$ cat config.mk
export PLATFORM = sky130hd
export DESIGN_NAME = led_decoder_seq
export DESIGN_NICKNAME = d
export VERILOG_FILES = /design/src/rtl/led_pkg.sv /design/src/rtl/tick_prescaler.sv /design/src/rtl/led_decoder_seq.sv
export SDC_FILE = /design/constraint.sdc
export NUM_CORES = 1
export LEC_CHECK = 0
export ABC_AREA = 1
export CORE_AREA = 2 2 57 59
export DETAILED_ROUTE_END_ITERATION = 10
export DIE_AREA = 0 0 59 61
export PLACE_DENSITY = 0.67
export SETUP_SLACK_MARGIN = 0.02
export SYNTH_ARGS = -nofsm -noshare
export SYNTH_HDL_FRONTEND = slang
export SYNTH_SLANG_ARGS = --single-unit
$ cat constraint.sdc
create_clock -name clk -period 1.55 [get_ports clk]
set_input_delay 0.31 -clock clk [delete_from_list [all_inputs] [get_ports clk]]
set_output_delay 0.31 -clock clk [all_outputs]
set_load 0.05 [all_outputs]
$ cat src/rtl/led_pkg.sv
// Shared types and constants for the LED decoder block.
// Contents: display-mode enum, LED "all dark" constant for active-low banks.
package led_pkg;

    typedef enum logic [1:0] {
        MODE_STATIC = 2'd0,
        MODE_CHASE  = 2'd1,
        MODE_BLINK  = 2'd2,
        MODE_OFF    = 2'd3
    } mode_e;

    // Widest LED bank supported; users truncate with OUT_W'(LED_ALL_OFF).
    localparam int unsigned LED_MAX_W = 256;

    // Active-low LEDs: all ones means every LED is dark.
    localparam logic [LED_MAX_W-1:0] LED_ALL_OFF = '1;

endpackage : led_pkg

$ cat src/rtl/tick_prescaler.sv
// Display tick prescaler: counts TICK_DIV clock cycles per tick.
// Ports:
//   clk   - rising-edge clock
//   rst_n - asynchronous active-low reset
//   clr   - synchronous clear; forces count to 0 and suppresses tick
//   en    - count enable
//   tick  - combinational pulse on the edge where the counter wraps
module tick_prescaler #(
    parameter int unsigned TICK_DIV = 4
) (
    input  logic clk,
    input  logic rst_n,
    input  logic clr,
    input  logic en,
    output logic tick
);

    localparam int unsigned CNT_W = (TICK_DIV > 1) ? $clog2(TICK_DIV) : 1;
    localparam logic [CNT_W-1:0] CNT_LAST = CNT_W'(TICK_DIV - 1);

    logic [CNT_W-1:0] cnt_q;
    logic [CNT_W-1:0] cnt_d;

    // Count register
    always_ff @(posedge clk or negedge rst_n) begin
        if (!rst_n) begin
            cnt_q <= '0;
        end else begin
            cnt_q <= cnt_d;
        end
    end

    // Next count and wrap detect; clear wins over a pending wrap
    always_comb begin
        cnt_d = cnt_q;
        tick  = 1'b0;
        if (clr) begin
            cnt_d = '0;
        end else if (en) begin
            if (cnt_q == CNT_LAST) begin
                cnt_d = '0;
                tick  = 1'b1;
            end else begin
                cnt_d = cnt_q + CNT_W'(1);
            end
        end
    end

endmodule : tick_prescaler

$ cat src/rtl/led_decoder_seq.sv
// N-to-2^N one-hot LED decoder with enable match and timed display modes
// (static, chase, blink, off). LED outputs are registered and active-low.
// Ports:
//   clk    - rising-edge clock
//   rst_n  - asynchronous active-low reset
//   enable - block active only when equal to EN_MATCH
//   switch - selected LED index
//   mode   - 0 static, 1 chase, 2 blink, 3 off
//   dir    - chase direction: 0 up, 1 down
//   led    - registered active-low LED bank (0 = lit)
//   tick_o - registered one-cycle pulse aligned with tick-driven updates
module led_decoder_seq
    import led_pkg::*;
#(
    parameter int unsigned          SEL_W    = 3,
    parameter int unsigned          EN_W     = 3,
    parameter logic [EN_W-1:0]      EN_MATCH = EN_W'(3'b100),
    parameter int unsigned          TICK_DIV = 4
) (
    input  logic                    clk,
    input  logic                    rst_n,
    input  logic [EN_W-1:0]         enable,
    input  logic [SEL_W-1:0]        switch,
    input  logic [1:0]              mode,
    input  logic                    dir,
    output logic [(2**SEL_W)-1:0]   led,
    output logic                    tick_o
);

    localparam int unsigned OUT_W = 2 ** SEL_W;
    localparam logic [OUT_W-1:0] LEDS_OFF = OUT_W'(LED_ALL_OFF);

    // Active-low one-hot for a single lit LED
    function automatic logic [OUT_W-1:0] led_on(input logic [SEL_W-1:0] idx);
        return ~(OUT_W'(1) << idx);
    endfunction

    mode_e              mode_in;
    mode_e              mode_q;
    logic [SEL_W-1:0]   pos_q,   pos_d;
    logic               phase_q, phase_d;
    logic [OUT_W-1:0]   led_q,   led_d;
    logic               tick_q,  tick_d;
    logic               en_ok;
    logic               mode_chg;
    logic               tick;

    assign mode_in  = mode_e'(mode);
    assign en_ok    = (enable == EN_MATCH);
    assign mode_chg = (mode_in != mode_q);

    tick_prescaler #(
        .TICK_DIV (TICK_DIV)
    ) u_prescaler (
        .clk   (clk),
        .rst_n (rst_n),
        .clr   (!en_ok || mode_chg),
        .en    (en_ok),
        .tick  (tick)
    );

    // State register
    always_ff @(posedge clk or negedge rst_n) begin
        if (!rst_n) begin
            mode_q  <= MODE_STATIC;
            pos_q   <= '0;
            phase_q <= 1'b0;
            led_q   <= LEDS_OFF;
            tick_q  <= 1'b0;
        end else begin
            mode_q  <= mode_in;
            pos_q   <= pos_d;
            phase_q <= phase_d;
            led_q   <= led_d;
            tick_q  <= tick_d;
        end
    end

    // Next state: disable beats mode entry, which beats a tick
    always_comb begin
        pos_d   = pos_q;
        phase_d = phase_q;
        led_d   = led_q;
        tick_d  = 1'b0;
        if (!en_ok) begin
            phase_d = 1'b0;
            led_d   = LEDS_OFF;
        end else if (mode_chg) begin
            // Entry: every lit mode starts by showing the switch index
            pos_d   = switch;
            phase_d = 1'b0;
            led_d   = (mode_in == MODE_OFF) ? LEDS_OFF : led_on(switch);
        end else begin
            tick_d = tick;
            unique case (mode_q)
                MODE_STATIC: begin
                    led_d = led_on(switch);
                end
                MODE_CHASE: begin
                    // Wrap comes for free from SEL_W-bit modulo arithmetic
                    if (tick) begin
                        pos_d = dir ? (pos_q - SEL_W'(1)) : (pos_q + SEL_W'(1));
                    end
                    led_d = led_on(pos_d);
                end
                MODE_BLINK: begin
                    if (tick) begin
                        phase_d = !phase_q;
                    end
                    led_d = phase_d ? LEDS_OFF : led_on(switch);
                end
                MODE_OFF: begin
                    led_d = LEDS_OFF;
                end
                default: begin
                    led_d = LEDS_OFF;
                end
            endcase
        end
    end

    assign led    = led_q;
    assign tick_o = tick_q;

endmodule : led_decoder_seq

Yosys cells after proc, flatten, opt, wreduce, memory -nomap -nowiden
Cells that the tools add are included.

Bits in registers: 17. Output and inout port bits: 9. Word-level logic and storage cells: 55.

$add $sub $neg: 3. Equal/unequal tests: 8. Shifts and indexed selects: 2. Multiplexer cells: 27. Bitwise operators: 2. Reductions and logical operators: 7.

Operator list (number): 8-bit 2-to-1 mux (4); 8-bit one-hot mux with 4 select lines (1); 3-bit 2-to-1 mux (7); 8-bit NOT (2); 1-bit by 3-bit << shifter with 8-bit output, first input constant (2); 1-bit 2-to-1 mux (12); 2-bit equality test, second input constant (4); 2-bit 2-to-1 mux (3); 2-bit nonzero test (2); 3-bit by 1-bit adder with 3-bit output, second input constant (1); 3-bit equality test, second input constant (1); 3-bit by 1-bit inequality test with 1-bit output, second input constant (1); 3-bit by 1-bit subtractor with 3-bit output, second input constant (1); 2-bit by 1-bit adder with 2-bit output, second input constant (1); 2-bit by 1-bit equality test with 1-bit output, second input constant (1); 1-bit zero test (2); 2-bit zero test (1); 2-bit inequality test (1); 2-bit AND reduction (1); 1-bit logical OR (1).

Depth between registers and ports, before layout
Word-level depth: 13. Depth in mapped cells: 12.

Hierarchy
A second synthesis with hierarchy kept.

Cell total of the unflattened synthesis: 145. Area, all modules: 1073.5 um2.

By module, submodules not included: led_decoder_seq (times used 1, cells an instance 131, area an instance 964.7 um2); tick_prescaler (times used 1, cells an instance 14, area an instance 108.9 um2).

Worst setup path after synthesis
Ideal clock, no wire load.

Path kind: flip-flop to flip-flop. From: register pos_q[0]. To: register led_q[1] (netlist: led[1]). Arrival time: 1.442 ns. Slack: 0.031 ns. Cell stages (with the launch flop): 12. Buffers on the path: 0. Cell sequence: dfrtp_1 > fa_1 > inv_1 > nand3_1 > nand2_1 > nand4_1 > nand2_2 > nand3_1 > nand2_1 > nand2_1 > nand2_1 > nand2_1.

Word-level cells in the longest chain between the ends: 11. Elaborated cells between the ends (all ways): 12.

Ends and longest elaborated chain: start: declaration (RTL line led_decoder_seq.sv:40) `logic [SEL_W-1:0] pos_q, pos_d;`; start signal: assignment (RTL line led_decoder_seq.sv:72) `pos_q <= pos_d;`; 3-bit by 1-bit adder with 3-bit output / 3-bit by 1-bit subtractor with 3-bit output (equally long branches) (RTL line led_decoder_seq.sv:102) `pos_d = dir ? (pos_q - SEL_W'(1)) : (pos_q + SEL_W'(1));`; 3-bit 2-to-1 mux (RTL line led_decoder_seq.sv:102); 3-bit 2-to-1 mux (*) (RTL line led_decoder_seq.sv:101) `if (tick) begin`; 3-bit 2-to-1 mux (*) (RTL line led_decoder_seq.sv:95) `unique case (mode_q)`; 3-bit 2-to-1 mux (*) (RTL line led_decoder_seq.sv:88) `end else if (mode_chg) begin`; 3-bit 2-to-1 mux (*) (RTL line led_decoder_seq.sv:85) `if (!en_ok) begin`; 1-bit by 3-bit << shifter with 8-bit output (*) (RTL line led_decoder_seq.sv:35) `return ~(OUT_W'(1) << idx);`; 8-bit NOT (*) (RTL line led_decoder_seq.sv:35); 8-bit one-hot mux with 4 select lines (*) (RTL line led_decoder_seq.sv:95); 8-bit 2-to-1 mux (*) (RTL line led_decoder_seq.sv:88); 8-bit 2-to-1 mux (*) (RTL line led_decoder_seq.sv:85); net led_d[1] (RTL line led_decoder_seq.sv:42) `logic [OUT_W-1:0] led_q, led_d;`; end signal: assignment (RTL line led_decoder_seq.sv:74) `led_q <= led_d;`; end: declaration (RTL line led_decoder_seq.sv:42).

Mark *: on every way through the listed nets, which the timed path passes. The rest lies on a longest branch. The select of a mux whose other input is x is not followed. A chain may end at the register's enable or synchronous reset.

Final worst setup path
From: register pos_q[0]. To: register led_q[0] (netlist: led[0]).

The elaborated chain is that of the path after synthesis.

==> out/metrics.yaml <==
clocking:
  clock-sinks: 17
  cts_root_buf: "clkbuf_4"
  insertion_delay_ns: 0.29
  clkTransAtPathRegs_ns: 0.11
  cts.hold.buffers_added: 0
  cts_buffers: 3
  h-tree-depth: 1
  cts_tree: "yes"
  clockBufferDepth: 2
drt:
  routed_wirelength_um: 3280
  post_drt_wl_per_cell_um: 12.2
  drtIter0Drc: 42
  vias: 1411
  firstDrtPassIters: 4
  viasPerCell: 5.26
  ant_nets: 0
  route.detailed.drc: 0
synth:
  synth_seq_area_share_pct: 34.4
  synth_cell_types: 21
  syn_inst: 190
  ys_warn_count: 0
  synth_nets: 203
  ys_seq_elements: 17
  synth_area_mm2: 0.00126
  syn_avg_cell_area_um2: 6.66
die:
  rows: 20
  core_area_mm2: 0.00295
  initial_core_util_pct: 42.8
  dieArea_mm2: 0.00360
  die_w_um: 59
  die_height_um: 61
  io_pins: 20
grt:
  grt.total_usage_pct: 19.7
  grt_pass1_wl_um: 5440
  grt_max_degree: 18
  first_global_vias: 1346
  grt_antenna_before_repair: 0
  grt_overflow_total: 0
placement:
  gp_congestion: 0.954
  place_area_mm2: 0.00172
  dpl.hpwl_um: 2300
  pre_cts_ws_ns: -0.559
  io_buffers: 19
power:
  power.leakage_uw: 0.000937
  pwr_density_cell_mw_per_mm2: 701
  ir_drop_v: 0.000280
sta:
  setup_tns_ns: -0.697
  post-route-min-period_ns: 1.66
  min_period_over_period_pct: 107
  fin_skew_ns: 0.00897
  final-hold-violation-count: 0
  maxSlewHeadroom_pct: 80.3
  setup_ws_ns: -0.106
  rsz0062_at_grt: "yes"
  worst_pin_slew_ns: 0.295
  slew_viol_final: 0
  setup_viol: 9
  max_freq_mhz: 604
critical_path:
  crit_arrival_ns: 1.88
  cp.required_ns: 1.77
  crit_type: "reg2reg"
  cpMaxStageDelayCell: "dfrtp_1"
  crit_path_cell_trace: "fa_2, inv_2, nand3_2, nand2_1, nand4_1, nand2_2, nand3_2, nand2_1, nand2_1, nand2_1, nand2_1"
  path_max_fanout: 4
  max_stage_delay_ns: 0.42
  crit_top_cell: "nand2_1"
  end_kind: "flop"
  cp-start-kind: "flop"
finish:
  fin_area_mm2: 0.00188
  drive_above_1_share_pct: 34.9
  diodes: 0
  nNetsFinal: 249
  synthToLayoutAreaGrowth_pct: 48.9
  fill_cells: 254
run_status:
  violations: "setup timing"
  status: "complete, but fails checks"
run:
  maxCapViolations: 0
worst_hold_path:
  hold_path_class: "in2async"
## synth_stat cells, drive strengths merged
master	n	share of area, %
o21ai	8	3.5
clkbuf	2	0.59
ha	1	0.99
nor3	9	3.6
inv	26	7.7
nand2	71	22
dfrtp	9	18
nor2	7	3.4
or2	5	2.5
nand3	12	6.7
fa	1	1.6
dfstp	8	17
nand4	7	3.5
a21oi	20	7.9
buf	4	2.1
## final cells by class
| class | count | area, um2 | share of cell area [%] |
|---|---|---|---|
| clock buffer | 4 | 26.3 | 1.40 |
| inverter | 26 | 97.6 | 5.18 |
| multi-input combinational | 141 | 779 | 41.4 |
| sequential | 17 | 435 | 23.1 |
| tap | 33 | 41.3 | 2.19 |
| timing repair buffer | 47 | 503 | 26.7 |
## metrics by stage
step	std cells	utilization [%]	hold WS (ns)	power (uW)
2_1_floorplan	190	-	0.0144	790
5_1_grt	268	63.8	0.333	1420
3_3_place_gp	257	58.3	0.426	971
3_5_place_dp	257	58.3	0.449	985
4_1_cts	266	62.3	0.344	1290
6_report	268	63.8	0.328	1320
## sequential cells by signal, indices dropped and copies added (netlist names)
| signal | cells |
|---|---|
| led | 8 |
| pos_q | 3 |
| mode_q | 2 |
| u_prescaler.cnt_q | 2 |
| phase_q | 1 |
| tick_o | 1 |
## metal layers
metal	wire [um]	up-vias	global-route usage (%)
li1	-	697	-
met1	1370	663	23.5
met2	1710	47	35.6
met3	158	4	2.77
met4	31	0	7.79
met5	0	-	0
## path summary, 6_finish.rpt
kind | start | end | slack (ns) | cells after the start
worst max-delay path | pos_q[0]$_DFFE_PN0P_ | led[0]$_DFF_PN1_ | -0.11 | 11
worst min-delay path | rst_n | u_prescaler.cnt_q[0]$_DFFE_PN0P_ | 0.33 | 2
worst max register to register | pos_q[0]$_DFFE_PN0P_ | led[0]$_DFF_PN1_ | -0.11 | 11
worst min register to register | u_prescaler.cnt_q[0]$_DFFE_PN0P_ | u_prescaler.cnt_q[0]$_DFFE_PN0P_ | 0.46 | 1
max in group asynchronous | rst_n | led[4]$_DFF_PN1_ | 0.96 | 2
min in group clk | mode[0] | mode_q[0]$_DFF_PN0_ | 0.41 | 2
## cell usage in the layout, fill, tap and decap left out, drive strengths merged, types with 5 or more instances in the layout
cell type / count
nand2: 71
buf: 37
inv: 26
a21oi: 20
nand3: 12
nor3: 9
dfrtp: 9
dfstp: 8
o21ai: 8
nand4: 7
clkdlybuf4s50: 7
nor2: 7
or2: 5
## where the power goes
group | switching (uW) | internal [uW]
Sequential | 22.9 | 475
Combinational | 326 | 252
Clock | 144 | 99.9
Total | 493 | 827
## kinds of logic (layout without fill, tap and decap cells)
family                     count (synthesis)  in the layout  synth area share (%)
AOI/OAI and AO/OA                         28             28                  11.4
buffers and inverters                     32             77                  10.4
and+or+nand+nor                          111            111                  41.2
adders and majority gates                  2              2                  2.57
DFF                                       17             17                  34.4
## what timing repair did
action / in CTS / in global routing
resized for setup: 24 / 10
setup buffers: 5 / 2
pin swaps: 12 / 4
endpoints found under the setup margin: 12 / 11
## critical path, delay by kind of cell (launching register included)
| kind | cells | cell delay [ns] |
|---|---|---|
| flops | 1 | 0.42 |
| simple gates | 9 | 0.70 |
| buf+inv | 1 | 0.08 |
| fa+ha+maj | 1 | 0.39 |
Power figures use the tool's default switching activity.
